$ cat config.mk
export PLATFORM = sky130hd
export DESIGN_NAME = coh_req_bus_arbiter_flat
export DESIGN_NICKNAME = d
export VERILOG_FILES = /design/src/rtl/cache_types.sv /design/src/rtl/coh_req_bus_arbiter_if.sv /design/src/rtl/rr_priority_picker.sv /design/src/rtl/coh_req_bus_arbiter.sv /design/src/flat_wrapper.sv
export SDC_FILE = /design/constraint.sdc
export NUM_CORES = 1
export LEC_CHECK = 0
export ABC_AREA = 1
export CORE_ASPECT_RATIO = 1.25
export CORE_MARGIN = 2
export CORE_UTILIZATION = 30
export CTS_BUF_LIST = sky130_fd_sc_hd__clkbuf_4 sky130_fd_sc_hd__clkbuf_8
export CTS_CLUSTER_SIZE = 40
export DETAILED_ROUTE_END_ITERATION = 8
export PLACE_DENSITY = 0.65
export SYNTH_ARGS = -nofsm -noshare
export SYNTH_HDL_FRONTEND = slang
export SYNTH_SLANG_ARGS = --single-unit
export TNS_END_PERCENT = 100
$ cat constraint.sdc
create_clock -name clk -period 2.3 [get_ports clk]
set_input_delay 0.69 -clock clk [delete_from_list [all_inputs] [get_ports clk]]
set_output_delay 0.69 -clock clk [all_outputs]
set_load 0.03 [all_outputs]
$ cat src/rtl/cache_types.sv
// Shared coherence types: request message, arbiter state encoding and the
// round-robin pick helper used by the request/response bus arbiters.
package cache_types;

   localparam int MAX_CACHES  = 8;
   localparam int MAX_ID_BITS = 3;
   localparam int ADDR_BITS   = 32;

   typedef struct packed {
      logic                 valid;
      logic [1:0]           cmd;
      logic [ADDR_BITS-1:0] addr;
   } req_msg_t;

   typedef enum logic [1:0] {
      ARB_IDLE,
      ARB_GRANT,
      ARB_BCAST
   } arb_state_e;

   typedef struct packed {
      logic                   found;
      logic [MAX_ID_BITS-1:0] idx;
      logic [MAX_CACHES-1:0]  onehot;
   } rr_pick_t;

   // Rotate so ptr lands at bit 0, take the lowest set bit, then map back.
   // Only the low n bits take part, so the wrap works for any n in 2..8.
   function automatic rr_pick_t rr_pick(input logic [MAX_CACHES-1:0]  req,
                                        input logic [MAX_ID_BITS-1:0] ptr,
                                        input int                     n);
      rr_pick_t              r;
      logic [MAX_CACHES-1:0] rot;
      int                    j;
      int                    ofs;
      r   = '0;
      rot = '0;
      ofs = 0;
      for (int i = 0; i < MAX_CACHES; i++) begin
         j = int'(ptr) + i;
         if (j >= n) j = j - n;
         if (i < n) rot[i] = req[j];
      end
      for (int i = MAX_CACHES - 1; i >= 0; i--) begin
         if (rot[i]) begin
            r.found = 1'b1;
            ofs     = i;
         end
      end
      if (r.found) begin
         j = int'(ptr) + ofs;
         if (j >= n) j = j - n;
         r.idx       = MAX_ID_BITS'(j);
         r.onehot[j] = 1'b1;
      end
      return r;
   endfunction

endpackage

$ cat src/rtl/coh_req_bus_arbiter_if.sv
// Coherence request bus between the dcaches and the shared arbiter.
interface coh_req_bus_arbiter_if
   import cache_types::*;
#(
   parameter int NUM_CACHES = 4,
   parameter int ID_BITS    = $clog2(NUM_CACHES)
) ();

   logic     [NUM_CACHES-1:0] req_bus_req;
   req_msg_t [NUM_CACHES-1:0] req_bus_tx;
   logic     [NUM_CACHES-1:0] req_bus_busy;
   logic     [NUM_CACHES-1:0] req_bus_gnt;
   req_msg_t                  req_bus_msg;
   logic     [ID_BITS-1:0]    bus_owner;
   logic                      hold_error;

   modport master (
      input  req_bus_req, req_bus_tx, req_bus_busy,
      output req_bus_gnt, req_bus_msg, bus_owner, hold_error
   );

   modport slave (
      output req_bus_req, req_bus_tx, req_bus_busy,
      input  req_bus_gnt, req_bus_msg, bus_owner, hold_error
   );

endinterface

$ cat src/rtl/rr_priority_picker.sv
// Combinational round-robin picker: first set request at or above ptr_i,
// wrapping at WIDTH-1.
module rr_priority_picker
   import cache_types::*;
#(
   parameter int WIDTH    = 4,
   parameter int IDX_BITS = $clog2(WIDTH)
) (
   input  logic [WIDTH-1:0]    req_i,
   input  logic [IDX_BITS-1:0] ptr_i,
   output logic [WIDTH-1:0]    gnt_o,
   output logic [IDX_BITS-1:0] idx_o,
   output logic                vld_o
);

   rr_pick_t pick;
   logic     unused_pick_bits;

   always_comb begin
      pick = rr_pick(MAX_CACHES'(req_i), MAX_ID_BITS'(ptr_i), WIDTH);
   end

   assign gnt_o            = pick.onehot[WIDTH-1:0];
   assign idx_o            = pick.idx[IDX_BITS-1:0];
   assign vld_o            = pick.found;
   assign unused_pick_bits = ^{pick.onehot, pick.idx};

endmodule

$ cat src/rtl/coh_req_bus_arbiter.sv
// Round-robin owner of the coherence request bus; latches the winner's
// message and broadcasts it until no cache reports busy.
//
//   state     | meaning
//   ARB_IDLE  | bus free, pick a requester from rr_ptr upward
//   ARB_GRANT | one-cycle grant pulse, capture tx or abort if req dropped
//   ARB_BCAST | message valid, held while any cache is busy
module coh_req_bus_arbiter
   import cache_types::*;
#(
   parameter int NUM_CACHES = 4,
   parameter int ID_BITS    = $clog2(NUM_CACHES),
   parameter int MAX_HOLD   = 64,
   parameter int HOLD_BITS  = $clog2(MAX_HOLD + 1)
) (
   input logic                   clk,
   input logic                   rst,
   coh_req_bus_arbiter_if.master bus
);

   arb_state_e              state_q;
   logic [ID_BITS-1:0]      rr_ptr_q;
   logic [ID_BITS-1:0]      rr_ptr_d;
   logic [ID_BITS-1:0]      owner_q;
   logic [NUM_CACHES-1:0]   gnt_q;
   req_msg_t                msg_q;
   logic [HOLD_BITS-1:0]    hold_cnt_q;
   logic [HOLD_BITS-1:0]    hold_cnt_d;
   logic                    hold_err_q;

   logic [NUM_CACHES-1:0]   pick_gnt;
   logic [ID_BITS-1:0]      pick_idx;
   logic                    pick_vld;

   rr_priority_picker #(
      .WIDTH    (NUM_CACHES),
      .IDX_BITS (ID_BITS)
   ) u_picker (
      .req_i (bus.req_bus_req),
      .ptr_i (rr_ptr_q),
      .gnt_o (pick_gnt),
      .idx_o (pick_idx),
      .vld_o (pick_vld)
   );

   assign hold_cnt_d = (hold_cnt_q == HOLD_BITS'(MAX_HOLD)) ? hold_cnt_q
                                                            : hold_cnt_q + HOLD_BITS'(1);
   // Explicit wrap keeps the pointer below NUM_CACHES when it is not a power of two.
   assign rr_ptr_d   = (owner_q == ID_BITS'(NUM_CACHES - 1)) ? '0
                                                             : owner_q + ID_BITS'(1);

   always_ff @(posedge clk or posedge rst) begin
      if (rst) begin
         state_q    <= ARB_IDLE;
         rr_ptr_q   <= '0;
         owner_q    <= '0;
         gnt_q      <= '0;
         msg_q      <= '0;
         hold_cnt_q <= '0;
         hold_err_q <= 1'b0;
      end else begin
         case (state_q)
            ARB_IDLE: begin
               if (pick_vld) begin
                  owner_q <= pick_idx;
                  gnt_q   <= pick_gnt;
                  state_q <= ARB_GRANT;
               end
            end
            ARB_GRANT: begin
               gnt_q <= '0;
               if (bus.req_bus_req[owner_q]) begin
                  msg_q       <= bus.req_bus_tx[owner_q];
                  msg_q.valid <= 1'b1;
                  hold_cnt_q  <= '0;
                  state_q     <= ARB_BCAST;
               end else begin
                  state_q <= ARB_IDLE;
               end
            end
            ARB_BCAST: begin
               if (|bus.req_bus_busy) begin
                  hold_cnt_q <= hold_cnt_d;
                  if (hold_cnt_d == HOLD_BITS'(MAX_HOLD)) hold_err_q <= 1'b1;
               end else begin
                  msg_q.valid <= 1'b0;
                  rr_ptr_q    <= rr_ptr_d;
                  state_q     <= ARB_IDLE;
               end
            end
            default: begin
               gnt_q       <= '0;
               msg_q.valid <= 1'b0;
               state_q     <= ARB_IDLE;
            end
         endcase
      end
   end

   assign bus.req_bus_gnt = gnt_q;
   assign bus.req_bus_msg = msg_q;
   assign bus.bus_owner   = owner_q;
   assign bus.hold_error  = hold_err_q;

endmodule

$ cat src/flat_wrapper.sv
// flat-port wrapper written by rule: the top's interface ports become plain ports
module coh_req_bus_arbiter_flat import cache_types::*;
#(
   parameter int NUM_CACHES = 4,
   parameter int ID_BITS    = $clog2(NUM_CACHES),
   parameter int MAX_HOLD   = 64,
   parameter int HOLD_BITS  = $clog2(MAX_HOLD + 1)
)
  (clk, rst, bus_req_bus_req, bus_req_bus_tx, bus_req_bus_busy, bus_req_bus_gnt, bus_req_bus_msg, bus_bus_owner, bus_hold_error);
  coh_req_bus_arbiter_if #(.NUM_CACHES(NUM_CACHES), .ID_BITS(ID_BITS)) bus_i ();
  input logic clk;
  input logic rst;
  input wire logic [$bits(bus_i.req_bus_req)-1:0] bus_req_bus_req;
  input wire logic [$bits(bus_i.req_bus_tx)-1:0] bus_req_bus_tx;
  input wire logic [$bits(bus_i.req_bus_busy)-1:0] bus_req_bus_busy;
  output wire logic [$bits(bus_i.req_bus_gnt)-1:0] bus_req_bus_gnt;
  output wire logic [$bits(bus_i.req_bus_msg)-1:0] bus_req_bus_msg;
  output wire logic [$bits(bus_i.bus_owner)-1:0] bus_bus_owner;
  output wire logic [$bits(bus_i.hold_error)-1:0] bus_hold_error;
  assign bus_i.req_bus_req = bus_req_bus_req;
  assign bus_i.req_bus_tx = bus_req_bus_tx;
  assign bus_i.req_bus_busy = bus_req_bus_busy;
  assign bus_req_bus_gnt = bus_i.req_bus_gnt;
  assign bus_req_bus_msg = bus_i.req_bus_msg;
  assign bus_bus_owner = bus_i.bus_owner;
  assign bus_hold_error = bus_i.hold_error;
  coh_req_bus_arbiter #(.NUM_CACHES(NUM_CACHES), .ID_BITS(ID_BITS), .MAX_HOLD(MAX_HOLD), .HOLD_BITS(HOLD_BITS)) u_core (.clk(clk), .rst(rst), .bus(bus_i));
endmodule
==> impl_results.md <==
* Outcome: complete, no violations
* WL per Instance at 15.23 um
* Slew Limit Fails at 0
* Post-synthesis register bit count at 53
* GRT overflow at 0
* Max Cap Violations at 0
* Worst Hold Launch: u_core.bus.req_bus_msg[32]$_DFFE_PP0P_
* CTS tree: yes
* First-pass GRT wire length at 19,990 um
* Synth top area share at 37.67%
* Clock transition at path regs at 110 ps
* Max FO, Critical Path at 4
* Hold_buf cts at 0
* Path depth of the worst reg2reg path at 13
* Flop2flop setup slack at 30 ps
* Row count at 44
* PwrDens at 1246 nW/um2
* Largest family of logic cells by synthesized area: simple AND/OR/NAND/NOR gates
* Die Area at 12,620 um2
* Clk_lat worst skew at 320 ps
* Final hold viol count at 0
* Worst Path Arrival at 2550 ps
* Largest area contributor in the netlist: dfrtp_1
* Maximum achievable frequency at 0.4368 GHz
* Final nets at 849
* DR vias/cell at 4.931
* Die X-Extent at 100.9 um
* Vias in the first global route at 4,018
* Initial antenna violation count at 0
* RR Endpoint: u_core.bus.req_bus_gnt[1]$_DFFE_PP0P_
* Total track usage at 19.45%
* Sequential area share after synthesis at 37.67%
* CTS Buf Count at 5
* Cell Area, Synth at 3521 um2
* Worst-Margin Slew at 487.4 ps
* FF-to-FF Start: u_core.rr_ptr_q[0]$_DFFE_PP0P_
* Syn avg cell area at 6.890 um2
* RSZ-0062 raised after global routing: true
* I/O pin count at 192
* Clock sinks at 53
* Post-synthesis mux area share at 0%
* Final setup vio count at 0
* Static leakage at 2.569 nW
* Synth area leaders: dfrtp_1 38%, nand2_1 17%, nor2_1 12%
* Hold EP: u_core.bus.req_bus_msg[32]$_DFFE_PP0P_
* Syn Nets at 670
* Hold/Removal Path Class: reg -> reg
* Clock Tree Buf Depth at 2
* Detail Placement HPWL at 9152 um
* Kind of start point of the critical path: primary input
* Vias at 4,088
* Post-Synth Simple-Gate Area at 34.72%
* XOR/XNOR Fraction of Synth Area at 0.7463%
* DRC viols at 0
* Compound-Gate Fraction of Synth Area at 15.74%
* Finished Core Util at 49.73%
* Crit Path Category: in -> reg
* Routed Antenna Nets at 0
* Yosys warnings at 0
* Fraction of layout cells with a size suffix above 1 at 7.815%
* Adder-Cell Fraction of Synth Area at 3.412%
* Required @ worst endpoint at 2560 ps
* Clock Skew at 14.72 ps
* Synth cell types at 27
* Final Non-Filler Cells at 829
* Fin crit share at 99.54%
* Worst VDD drop at 0.8568 mV
* Total negative slack at 0 ps
* Port buffer count at 187
* Worst Hold Depth at 2
* First-pass DRT Iterations at 4
* # placed instances at 820
* Largest net degree at the start of global routing at 69
* Total core area at 11,510 um2
* N_diodes at 0
* Placer congestion estimate at 0.8196
* DRT Wirelength at 12,630 um
* Max transition margin at 67.51%
* Crit end category: flip-flop
* Die Height at 125.1 um
* Root Buffer: clkbuf_8
* Drt initial violations at 208
* Mapped Cells at 511
* H-tree depth at 2
* Syn-to-layout area delta at 62.51%
* Minimum clock period after layout at 2289 ps
* Starting Density at 30.60%
-- critical path, cell delays in order --
cell	delay, ps
clkdlybuf4s15_1	220
nand2_2	120
nand3_2	90
nand2_2	80
nand3_2	80
a21boi_2	150
ha_2	180
inv_2	40
fa_2	570
inv_2	60
nor3_2	140
nand3_1	90
nand2_1	70
-- registers in the layout, summed over array words and instances (netlist names) --
register and flops:
u_core.bus.bus_owner 2, u_core.bus.hold_error 1, u_core.bus.req_bus_gnt 4, u_core.bus.req_bus_msg 35, u_core.hold_cnt_q 7, u_core.rr_ptr_q 2
u_core.state_q 2
-- synth_stat cells --
master      n
and2_1      1
buf_1       1
buf_6       3
buf_2      11
inv_1      23
nand2_2     4
o32ai_1    34
xor2_1      3
nor3_1      5
nand4_1     3
clkbuf_1    9
inv_2       1
o21ai_0    45
nand3_1    22
nor2_1    114
ha_1        8
a21boi_0    1
inv_4       2
buf_4       5
o22ai_1     3
nor2_8      1
a21oi_1     1
dfrtp_1    53
nand3b_1    1
clkbuf_2    1
fa_1        1
nand2_1   155
-- cell usage in the layout (no fill, tap or decap), types with 8 or more instances in the layout --
cell type / n
clkdlybuf4s50_1: 183
nand2_1: 150
nor2_1: 114
dfrtp_1: 51
o21ai_0: 45
o32ai_1: 34
inv_1: 18
nand3_1: 18
buf_4: 11
nand2_2: 8
-- area by class of cell --
cell class	instances	area, um2
multi-input combinational	402	1992
clock buffer	8	97.59
sequential	53	1329
inverter	26	110.1
fill	1144	5784
tap	138	172.7
timing repair buffer	202	2021
-- kinds of logic after synthesis --
kind of cell | Yosys count
AOI/OAI and AO/OA | 84
DFF | 53
adders and majority gates | 9
xor gates and xnor gates | 3
buffers and inverters | 56
and+or+nand+nor | 306
-- per-layer routing --
layer / vias up / track usage, % / wire [um]
li1: 2037 / - / -
met1: 1890 / 25.48 / 5415
met2: 142 / 32.98 / 6031
met3: 19 / 3.745 / 941
met4: 0 / 4.531 / 238
met5: - / 0 / 0
-- report_power, final --
group / internal (mW) / leakage [nW] / switching [mW]
clock: 0.270 / 0.0523 / 0.318
combinational: 1.98 / 1.85 / 3.02
sequential: 1.32 / 0.666 / 0.226
-- worst max-delay path by stage --
stage                                               from                                     to  depth (start not counted)
after global placement                bus_req_bus_req[1]  u_core.bus.req_bus_gnt[1]$_DFFE_PP0P_                         13
after global routing      u_core.rr_ptr_q[0]$_DFFE_PP0P_  u_core.bus.req_bus_gnt[1]$_DFFE_PP0P_                         14
after floorplan                       bus_req_bus_req[1]  u_core.bus.req_bus_gnt[0]$_DFFE_PP0P_                         12
final                                 bus_req_bus_req[1]  u_core.bus.req_bus_gnt[1]$_DFFE_PP0P_                         13
after detailed placement              bus_req_bus_req[2]  u_core.bus.req_bus_gnt[1]$_DFFE_PP0P_                         12
after CTS                 u_core.rr_ptr_q[0]$_DFFE_PP0P_  u_core.bus.req_bus_gnt[1]$_DFFE_PP0P_                         12
-- metrics by stage --
stage	hold WS, ps	instance area (um2)	power [mW]	setup WS [ps]
floorplan	465.8	3521	4.704	95.37
global placement	460.4	5542	6.255	-469.8
detailed placement	464.3	5542	6.373	-568.1
CTS	487.8	5649	7.019	9.373
global route	511.4	5722	7.745	-99.06
finish	483.2	5722	7.131	10.52
-- repair_timing --
| action | CTS | global route |
|---|---|---|
| endpoints found under the setup margin | 5 | 4 |
| buffers inserted | 0 | 1 |
| hold endpoints to repair | 0 | 0 |
| gates resized for setup | 8 | 26 |
| pin swaps | 4 | 12 |
Power figures use the tool's default switching activity.
==> edit: new RTL, same flow settings <==
Re-encode `arb_state_e` (3 states) as one-hot, 3 bits wide.
--- a/src/rtl/cache_types.sv
+++ b/src/rtl/cache_types.sv
@@ -12,10 +12,10 @@
       logic [ADDR_BITS-1:0] addr;
    } req_msg_t;
 
-   typedef enum logic [1:0] {
-      ARB_IDLE,
-      ARB_GRANT,
-      ARB_BCAST
+   typedef enum logic [2:0] {
+      ARB_IDLE  = 3'b001,
+      ARB_GRANT = 3'b010,
+      ARB_BCAST = 3'b100
    } arb_state_e;
 
    typedef struct packed {
Behaviour: same outputs for any inputs over 4 cycles, from zero or initial values and one cycle with rst high; so few cycles prove little.
==> edit against the unedited design <==
- non-clock buffer count up 4
- power down 3.0%
- critical path depth unchanged
- via count down 0.73%
- sequential cell count up 1
- die area down 1.8%
- highest routed layer unchanged
- setup slack better by 0.0085 ns
- sequential share of layout area up 0.47 points
- synthesized area down 1.9%
- critical path type unchanged
- cell area down 0.15%
- largest power group unchanged
- routed wire length down 9.5%
==> edit: results (changes against the unedited design) <==
Ys Warns: 0 (unchanged)
Leakage Power: 2.52 nW (was 2.57 nW)
layout cell share with drive strength beyond 1: 10.9% (was 7.81%)
VDD IR-drop max: 0.444 mV (was 0.857 mV)
vias: 4,058 (was 4,088)
fillers: 1,120 (was 1,144)
Synth cell types: 30 (was 27)
HP Start: u_core.bus.hold_error (was u_core.bus.req_bus_msg[32])
first-pass GRT wire length: 18,500 microns (was 20,000 microns)
Placer Congestion: 0.930 (was 0.820)
sw power: 0.00338 W (was 0.00356 W)
DP HPWL: 8640 microns (was 9150 microns)
worst hold margin: 0.469 ns (was 0.483 ns)
Total Wirelength: 11,400 microns (was 12,600 microns)
largest net degree at the start of global routing: 55 (was 69)
Slew @ Worst Pin: 0.349 ns (was 0.487 ns)
Setup Skew: 0.00678 ns (was 0.0147 ns)
Worst EP arrival: 2.54 ns (was 2.55 ns)
Initial DRC Count: 95 (was 208)
outcome: completed (unchanged)
synthesized net count: 657 (was 670)
Total GRT Usage: 18.6% (was 19.4%)
Seq/Total Area, Yosys: 39.2% (was 37.7%)
Min-Delay Endpoint: u_core.bus.hold_error (was u_core.bus.req_bus_msg[32])
Synth area leaders: dfrtp_1 (38%), nand2_1 (16%), o21ai_0 (11%) (was dfrtp_1 (38%), nand2_1 (17%), nor2_1 (12%))
commonest cells in the netlist: nand2_1 (144), nor2_1 (81), o21ai_0 (73), dfrtp_1 (53), o22ai_1 (34) (was nand2_1 (155), nor2_1 (114), dfrtp_1 (53), o21ai_0 (45), o32ai_1 (34))
Nets: 840 (was 849)
Worst Path Max Fanout: 3 (was 4)
worst r2r path cells: 14 (was 13)
setup slack, reg-to-reg: 0.03 ns (about the same)
## edit: changes by cell type after synthesis, sizes merged, moves of 3 or more
cell	delta
nand2	-11
ha	-3
nor2	-33
buf	-6
o21ai	+38
clkbuf	+6
o22ai	+31
o32ai	-34
## edit: layout make-up
type | count | area share (%)
timing repair buffer | 206 | 35.8
multi-input combinational | 393 | 34.1
sequential | 54 | 23.7
tap | 135 | 2.96
inverter | 24 | 1.80
clock buffer | 8 | 1.71
## edit: how the worst max path moves through the flow
| stage | from | to | slack, ns | cells past startpoint |
|---|---|---|---|---|
| 6_report | bus_req_bus_req[1] | u_core.bus.req_bus_gnt[1] | 0.02 | 13 |
| 5_1_grt | u_core.rr_ptr_q[0] | u_core.bus.req_bus_gnt[1] | -0.09 | 14 |
| 4_1_cts | bus_req_bus_req[3] | u_core.bus.req_bus_gnt[0] | 0.008 | 13 |
| 3_5_place_dp | bus_req_bus_req[2] | u_core.bus.req_bus_gnt[0] | -0.56 | 13 |
| 3_3_place_gp | bus_req_bus_req[1] | u_core.bus.req_bus_gnt[0] | -0.50 | 13 |
| 2_1_floorplan | bus_req_bus_req[1] | u_core.bus.req_bus_gnt[0] | 0.04 | 12 |
## edit: what timing repair did
action / 4_1_cts / 5_1_grt
pin swaps: 4 / 18
resized for setup: 7 / 41
hold buffers: 0 / 0
setup endpoints to repair: 4 / 4
setup buffers: 0 / 1
## edit: metrics by stage
stage	cells	area (sq um)
2_1_floorplan	501	3450
3_3_place_gp	811	5490
3_5_place_dp	811	5490
4_1_cts	819	5600
5_1_grt	820	5710
6_report	820	5710
## edit: worst max-delay path, cell delays in order
cell and delay (ns):
clkdlybuf4s15_1 0.22, nand2_2 0.10, nand3_2 0.08, nand2_2 0.07
nand3_2 0.08, a21boi_2 0.14, ha_2 0.18, inv_2 0.03
fa_2 0.56, inv_2 0.06, nor3_2 0.18, nand3_1 0.09
nand2_1 0.07
## edit: logic make-up after synthesis
family / count (synthesis) / share of synthesized area (%)
fa+ha+maj: 6 / 2.39
buf+inv: 54 / 7.68
compound gates: 120 / 19.0
simple gates: 263 / 30.8
flops: 54 / 39.2
xor+xnor: 4 / 1.01
## edit: routing by layer
metal | share of wire, % | up-vias | track usage, %
met3 | 7.7 | 26 | 4.43
met5 | 0 | - | 0
met1 | 39 | 1843 | 19.8
met4 | 2.5 | 0 | 7.96
li1 | - | 2020 | -
met2 | 51 | 169 | 34.7
## edit: power groups by stage
stage                     combinational, W  sequential (W)  clock [W]
after global routing               0.00519         0.00169   0.000631
after detailed placement           0.00435         0.00163          0
after floorplan                    0.00230         0.00214          0
after global placement             0.00427         0.00161          0
after CTS                          0.00437         0.00163   0.000607
final                              0.00471         0.00163   0.000581
